`config.mk`:
```
export PLATFORM = sky130hd
export DESIGN_NAME = ahb_apb_bridge
export DESIGN_NICKNAME = d
export VERILOG_FILES = /design/src/rtl/ahb_apb_pkg.sv /design/src/rtl/apb_wait_timer.sv /design/src/rtl/ahb_apb_bridge.sv
export SDC_FILE = /design/constraint.sdc
export NUM_CORES = 1
export LEC_CHECK = 0
export ABC_AREA = 1
export ABC_CLOCK_PERIOD_IN_PS = 4000
export CAP_MARGIN = 20
export CORE_AREA = 4 4 119 121
export CTS_CLUSTER_SIZE = 14
export DETAILED_ROUTE_END_ITERATION = 8
export DIE_AREA = 0 0 123 125
export DONT_BUFFER_PORTS = 1
export HOLD_SLACK_MARGIN = 0.15
export MAX_ROUTING_LAYER = met4
export PLACE_DENSITY = 0.52
export SLEW_MARGIN = 40
export SYNTH_ARGS = -nofsm -noshare
export SYNTH_HDL_FRONTEND = slang
export SYNTH_HIERARCHICAL = 1
export SYNTH_SLANG_ARGS = --single-unit
```
`constraint.sdc`:
```
create_clock -name HCLK -period 4 [get_ports HCLK]
set_clock_uncertainty 0.1 [all_clocks]
set_input_delay 1 -clock HCLK [delete_from_list [all_inputs] [get_ports HCLK]]
set_output_delay 1 -clock HCLK [all_outputs]
set_load 0.1 [all_outputs]
```
`src/rtl/ahb_apb_pkg.sv`:
```
// ============================================================================
// Module      : ahb_apb_pkg
// Description : Shared types and defaults for the AHB-to-APB bridge.
// Revision    : 1.0 - initial release
// ============================================================================
`default_nettype none

package ahb_apb_pkg;

  // Bridge transfer phases
  typedef enum logic [1:0] {
    ST_IDLE   = 2'd0,
    ST_SETUP  = 2'd1,
    ST_ACCESS = 2'd2,
    ST_DONE   = 2'd3
  } state_e;

  // AHB address that maps onto PADDR 0
  localparam logic [31:0] APB_BASE_DEFAULT = 32'h4000D000;

  // Maximum ACCESS cycles before a transfer is forced to complete
  localparam int TIMEOUT_DEFAULT = 255;

  // Width of the ACCESS wait counter (covers TIMEOUT up to 255)
  localparam int WAIT_CNT_WIDTH = 8;

endpackage

`default_nettype wire

```
`src/rtl/apb_wait_timer.sv`:
```
// ============================================================================
// Module      : apb_wait_timer
// Description : Counts ACCESS cycles of an APB transfer and flags when the
//               count reaches TIMEOUT.
// Revision    : 1.0 - initial release
// ============================================================================
`default_nettype none

module apb_wait_timer
  import ahb_apb_pkg::*;
#(
  parameter int TIMEOUT = TIMEOUT_DEFAULT
) (
  input  logic clk_i,
  input  logic rst_i,
  input  logic clr_i,
  input  logic en_i,
  output logic expired_o
);

  localparam logic [WAIT_CNT_WIDTH-1:0] LIMIT   = WAIT_CNT_WIDTH'(TIMEOUT);
  localparam logic [WAIT_CNT_WIDTH-1:0] CNT_MAX = '1;

  logic [WAIT_CNT_WIDTH-1:0] count_q;
  logic [WAIT_CNT_WIDTH-1:0] count_d;

  // Next count: clear wins, otherwise count up and saturate instead of wrapping
  always_comb begin
    count_d = count_q;
    if (clr_i) begin
      count_d = '0;
    end else if (en_i && (count_q != CNT_MAX)) begin
      count_d = count_q + 1'b1;
    end
  end

  // Counter register
  always_ff @(posedge clk_i or posedge rst_i) begin
    if (rst_i) begin
      count_q <= '0;
    end else begin
      count_q <= count_d;
    end
  end

  assign expired_o = (count_q == LIMIT);

endmodule

`default_nettype wire

```
`src/rtl/ahb_apb_bridge.sv`:
```
// ============================================================================
// Module      : ahb_apb_bridge
// Description : Converts single AHB-side requests into APB4 SETUP/ACCESS
//               transfers and returns a one-cycle HREADY completion pulse.
//               A wait timeout and sticky error flag guard against hung
//               peripherals.
// Revision    : 1.0 - initial release
// ============================================================================
`default_nettype none

module ahb_apb_bridge
  import ahb_apb_pkg::*;
#(
  parameter int                    ADDR_WIDTH     = 32,
  parameter int                    APB_ADDR_WIDTH = 12,
  parameter logic [ADDR_WIDTH-1:0] APB_BASE       = ADDR_WIDTH'(APB_BASE_DEFAULT),
  parameter int                    TIMEOUT        = TIMEOUT_DEFAULT
) (
  input  logic                      HCLK,
  input  logic                      HRESET,
  input  logic                      HSEL,
  input  logic [ADDR_WIDTH-1:0]     HADDR,
  input  logic                      HWRITE,
  input  logic [3:0]                HBE,
  input  logic [31:0]               HWDATA,
  output logic [31:0]               HRDATA,
  output logic                      HREADY,
  output logic                      PSEL,
  output logic                      PENABLE,
  output logic                      PWRITE,
  output logic [APB_ADDR_WIDTH-1:0] PADDR,
  output logic [31:0]               PWDATA,
  output logic [3:0]                PSTRB,
  input  logic [31:0]               PRDATA,
  input  logic                      PREADY,
  input  logic                      PSLVERR,
  input  logic                      err_clr,
  output logic                      bridge_err
);

  state_e state_q, state_d;

  logic                      capture;
  logic                      timer_expired;

  logic [APB_ADDR_WIDTH-1:0] paddr_q;
  logic                      pwrite_q;
  logic [31:0]               pwdata_q;
  logic [3:0]                hbe_q;
  logic                      psel_q;
  logic                      penable_q;
  logic                      hready_q;
  logic [31:0]               hrdata_q, hrdata_d;
  logic                      xfer_err_q, xfer_err_d;
  logic                      bridge_err_q, bridge_err_d;

  // Wait counter: zeroed during SETUP so the first ACCESS cycle sees 0
  apb_wait_timer #(
    .TIMEOUT (TIMEOUT)
  ) u_wait_timer (
    .clk_i     (HCLK),
    .rst_i     (HRESET),
    .clr_i     (state_q == ST_SETUP),
    .en_i      (state_q == ST_ACCESS),
    .expired_o (timer_expired)
  );

  // Next-state logic; HSEL is only looked at when the bridge can accept work
  always_comb begin
    state_d = state_q;
    capture = 1'b0;
    case (state_q)
      ST_IDLE: begin
        if (HSEL) begin
          capture = 1'b1;
          state_d = ST_SETUP;
        end
      end
      ST_SETUP: begin
        state_d = ST_ACCESS;
      end
      ST_ACCESS: begin
        if (PREADY || timer_expired) begin
          state_d = ST_DONE;
        end
      end
      ST_DONE: begin
        if (HSEL) begin
          capture = 1'b1;
          state_d = ST_SETUP;
        end else begin
          state_d = ST_IDLE;
        end
      end
      default: begin
        state_d = ST_IDLE;
      end
    endcase
  end

  // Completion data and error: PREADY has priority over an expiring timer
  always_comb begin
    hrdata_d   = '0;
    xfer_err_d = xfer_err_q;
    if ((state_q == ST_ACCESS) && (state_d == ST_DONE)) begin
      xfer_err_d = PREADY ? PSLVERR : 1'b1;
      if (PREADY && !PSLVERR && !pwrite_q) begin
        hrdata_d = PRDATA;
      end
    end
    bridge_err_d = ((state_q == ST_DONE) && xfer_err_q) || (bridge_err_q && !err_clr);
  end

  // State and registered outputs, all decoded from the upcoming state
  always_ff @(posedge HCLK or posedge HRESET) begin
    if (HRESET) begin
      state_q      <= ST_IDLE;
      psel_q       <= 1'b0;
      penable_q    <= 1'b0;
      hready_q     <= 1'b0;
      hrdata_q     <= '0;
      xfer_err_q   <= 1'b0;
      bridge_err_q <= 1'b0;
    end else begin
      state_q      <= state_d;
      psel_q       <= (state_d == ST_SETUP) || (state_d == ST_ACCESS);
      penable_q    <= (state_d == ST_ACCESS);
      hready_q     <= (state_d == ST_DONE);
      hrdata_q     <= hrdata_d;
      xfer_err_q   <= xfer_err_d;
      bridge_err_q <= bridge_err_d;
    end
  end

  // Request capture; these hold steady for the whole APB transfer
  always_ff @(posedge HCLK or posedge HRESET) begin
    if (HRESET) begin
      paddr_q  <= '0;
      pwrite_q <= 1'b0;
      pwdata_q <= '0;
      hbe_q    <= '0;
    end else if (capture) begin
      paddr_q  <= APB_ADDR_WIDTH'(HADDR - APB_BASE);
      pwrite_q <= HWRITE;
      pwdata_q <= HWDATA;
      hbe_q    <= HBE;
    end
  end

  assign PSEL       = psel_q;
  assign PENABLE    = penable_q;
  assign PWRITE     = pwrite_q;
  assign PADDR      = paddr_q;
  assign PWDATA     = pwdata_q;
  assign PSTRB      = pwrite_q ? hbe_q : 4'b0000;
  assign HREADY     = hready_q;
  assign HRDATA     = hrdata_q;
  assign bridge_err = bridge_err_q;

endmodule

`default_nettype wire

```
==> qor.yml <==
status: "completed"
cp_max_fo: 7
dp_hpwl_um: 6300
final.setup.tns_ns: 0
worstSkewPairLatency_ns: 0.34
seq_area_frac_synth_pct: 62.2
vias: 2504
hold_path.class: "register to register"
grt_pass1_wl_um: 13700
antenna_found_initial: 0
grt_overflow: 0
area_growth_pct: 15.0
ys_warn_count: 6
grt_usage_pct: 12.0
grt_pass1_vias: 2728
seqCellArea_mm2: 0.00247
worst_setup_path_start_kind: "register"
viasPerCell: 4.13
drtIter0Drc: 98
critPathRequiredTime_ns: 2.90
finalHoldViolations: 0
cts_buffers: 9
start_util_pct: 29.5
ys_ff_latch: 96
crit_path_end_kind: "output port"
fmax_ghz: 0.375
globalplace.congestion: 0.764
num-nets-final: 539
synthDistinctLibCells: 23
dieArea_mm2: 0.0154
root_buffer: "clkbuf_16"
min_period_ns: 2.67
min_from: "hbe_q[0]"
ios: 192
multiInputGateArea_um2: 968
post_cts_buffers: 0
postRouteAntennaNets: 0
placementRows: 42
cp.arrival_ns: 1.57
coreArea_mm2: 0.0131
crit_type: "register to output port"
worst_pin_slew_ns: 0.903
clock_tree.buffer_depth: 2
ctsHoldBuffers: 0
antenna-diode-count: 0
dieWidth_um: 123
drt-total-wl_um: 8560
routedWlPerCell_um: 14.1
first_pass_iters: 4
grt_max_degree: 89
avgSynthCellArea_um2: 9.19
rsz0062_at_grt: "no"
synthesis.nets: 534
worstReg2RegStart: "u_wait_timer/count_q[1]"
cts.sinks: 96
slew_viol_final: 0
synthCells: 420
cts.repair.resized: 0
period_share_pct: 66.7
synth_area_mm2: 0.00386
drc: 0
worstSetupStartpoint: "PWRITE"
cts.clk_slew.worst_paths_ns: 0.07
io_buffers: 0
drv_cap: 0
layout-drive-gt1-share_pct: 20.0
h-tree-depth: 3
relSlewSlack_pct: 39.8
cts_tree: "done"
final-setup-viol-count: 0
fillers: 1373
die_h_um: 125
flip-flops by register name (all words and copies together), names as in the netlist:
register              count
PADDR                    12
PENABLE                   1
u_wait_timer/count_q      8
bridge_err                1
PSEL                      1
PWDATA                   32
xfer_err_q                1
hbe_q                     4
state_q                   2
HRDATA                   32
HREADY                    1
PWRITE                    1
per-stage QoR:
stage | setup WS [ns] | cells | hold WS, ns | cell area (um^2) | utilization [%]
2_1_floorplan | 0.621 | 420 | 0.353 | 3860 | -
3_3_place_gp | 1.38 | 587 | 0.370 | 4030 | 30.8
3_5_place_dp | 1.35 | 590 | 0.374 | 4110 | 31.4
4_1_cts | 1.28 | 606 | 0.382 | 4400 | 33.6
5_1_grt | 1.14 | 606 | 0.391 | 4440 | 33.9
6_report | 1.33 | 606 | 0.384 | 4440 | 33.9
kinds of logic after synthesis:
logic type	share of synthesized area [%]
buffers and inverters	12.7
flip-flops	62.2
XOR/XNOR	0.227
adder cells (fa/ha/maj)	2.27
AND/OR/NAND/NOR	14.1
AO/OA/AOI/OAI	8.46
final timing paths:
check / end / slack (ns) / cells past startpoint
min in group asynchronous: u_wait_timer/count_q[7] / 0.39 / 1
setup reg to reg: HRDATA[17] / 1.43 / 15
hold / removal: hbe_q[0] / 0.38 / 2
max in group asynchronous: PWDATA[13] / 2.85 / 1
setup / recovery: PSTRB[1] / 1.33 / 2
hold reg to reg: hbe_q[0] / 0.38 / 2
metal layers:
layer	share of wire, %	track usage (%)
met1	44	13.9
met5	0	-
met2	48	18.4
met4	2.3	5.60
met3	6.7	4.29
Yosys cell counts:
| master | instances | share of area, % |
|---|---|---|
| o21ai_1 | 23 | 3.0 |
| ha_1 | 7 | 2.3 |
| nor2_4 | 1 | 0.29 |
| xor2_1 | 1 | 0.23 |
| nor3_1 | 1 | 0.13 |
| nand3_1 | 7 | 0.91 |
| a21oi_1 | 7 | 0.91 |
| or2_1 | 1 | 0.16 |
| a21oi_2 | 1 | 0.23 |
| o22ai_2 | 1 | 0.32 |
| buf_6 | 4 | 1.2 |
| nand2_2 | 4 | 0.65 |
| nand2_4 | 1 | 0.29 |
| o21ai_0 | 31 | 4.0 |
| dfrtp_1 | 96 | 62 |
| nor2_1 | 40 | 3.9 |
| clkbuf_2 | 2 | 0.26 |
| clkinv_4 | 1 | 0.23 |
| nand4_1 | 1 | 0.16 |
| buf_2 | 6 | 0.78 |
| clkbuf_1 | 2 | 0.19 |
| inv_1 | 104 | 10 |
| nand2_1 | 78 | 7.6 |
area by class of cell:
type                       instances  share of cell area (%)
clock buffer                       9                    5.07
clock inverter                     7                    1.41
inverter                         105                    9.16
multi-input combinational        205                    21.8
sequential                        96                    55.6
tap                              176                    4.96
timing repair buffer               8                    2.00
cells in the final DEF, fill, tap and decap left out:
cell type and n:
o22ai_2 1, nor2_4 1, buf_12 1, buf_16 1
xor2_1 1, nand3_1 7, dfrtp_1 44, inv_1 103
clkinvlp_4 1, inv_8 2, inv_6 3, o21ai_0 31
clkinv_4 3, nand2_1 78, ha_1 7, nor2_1 40
nor3_1 1, a21oi_2 1, o21ai_1 23, nand2_4 1
buf_1 1, a21oi_1 7, clkbuf_16 9, dfrtp_2 52
buf_4 5, nand4_1 1, nand2_2 4, or2_4 1
critical path: stages, from the launching register on:
cell and delay [ns]:
dfrtp_1 0.50, nand2_1 0.08, inv_1 0.63
Power is not shown: default switching activity piles up to over one toggle a cycle in this logic, so the estimate is an artifact.
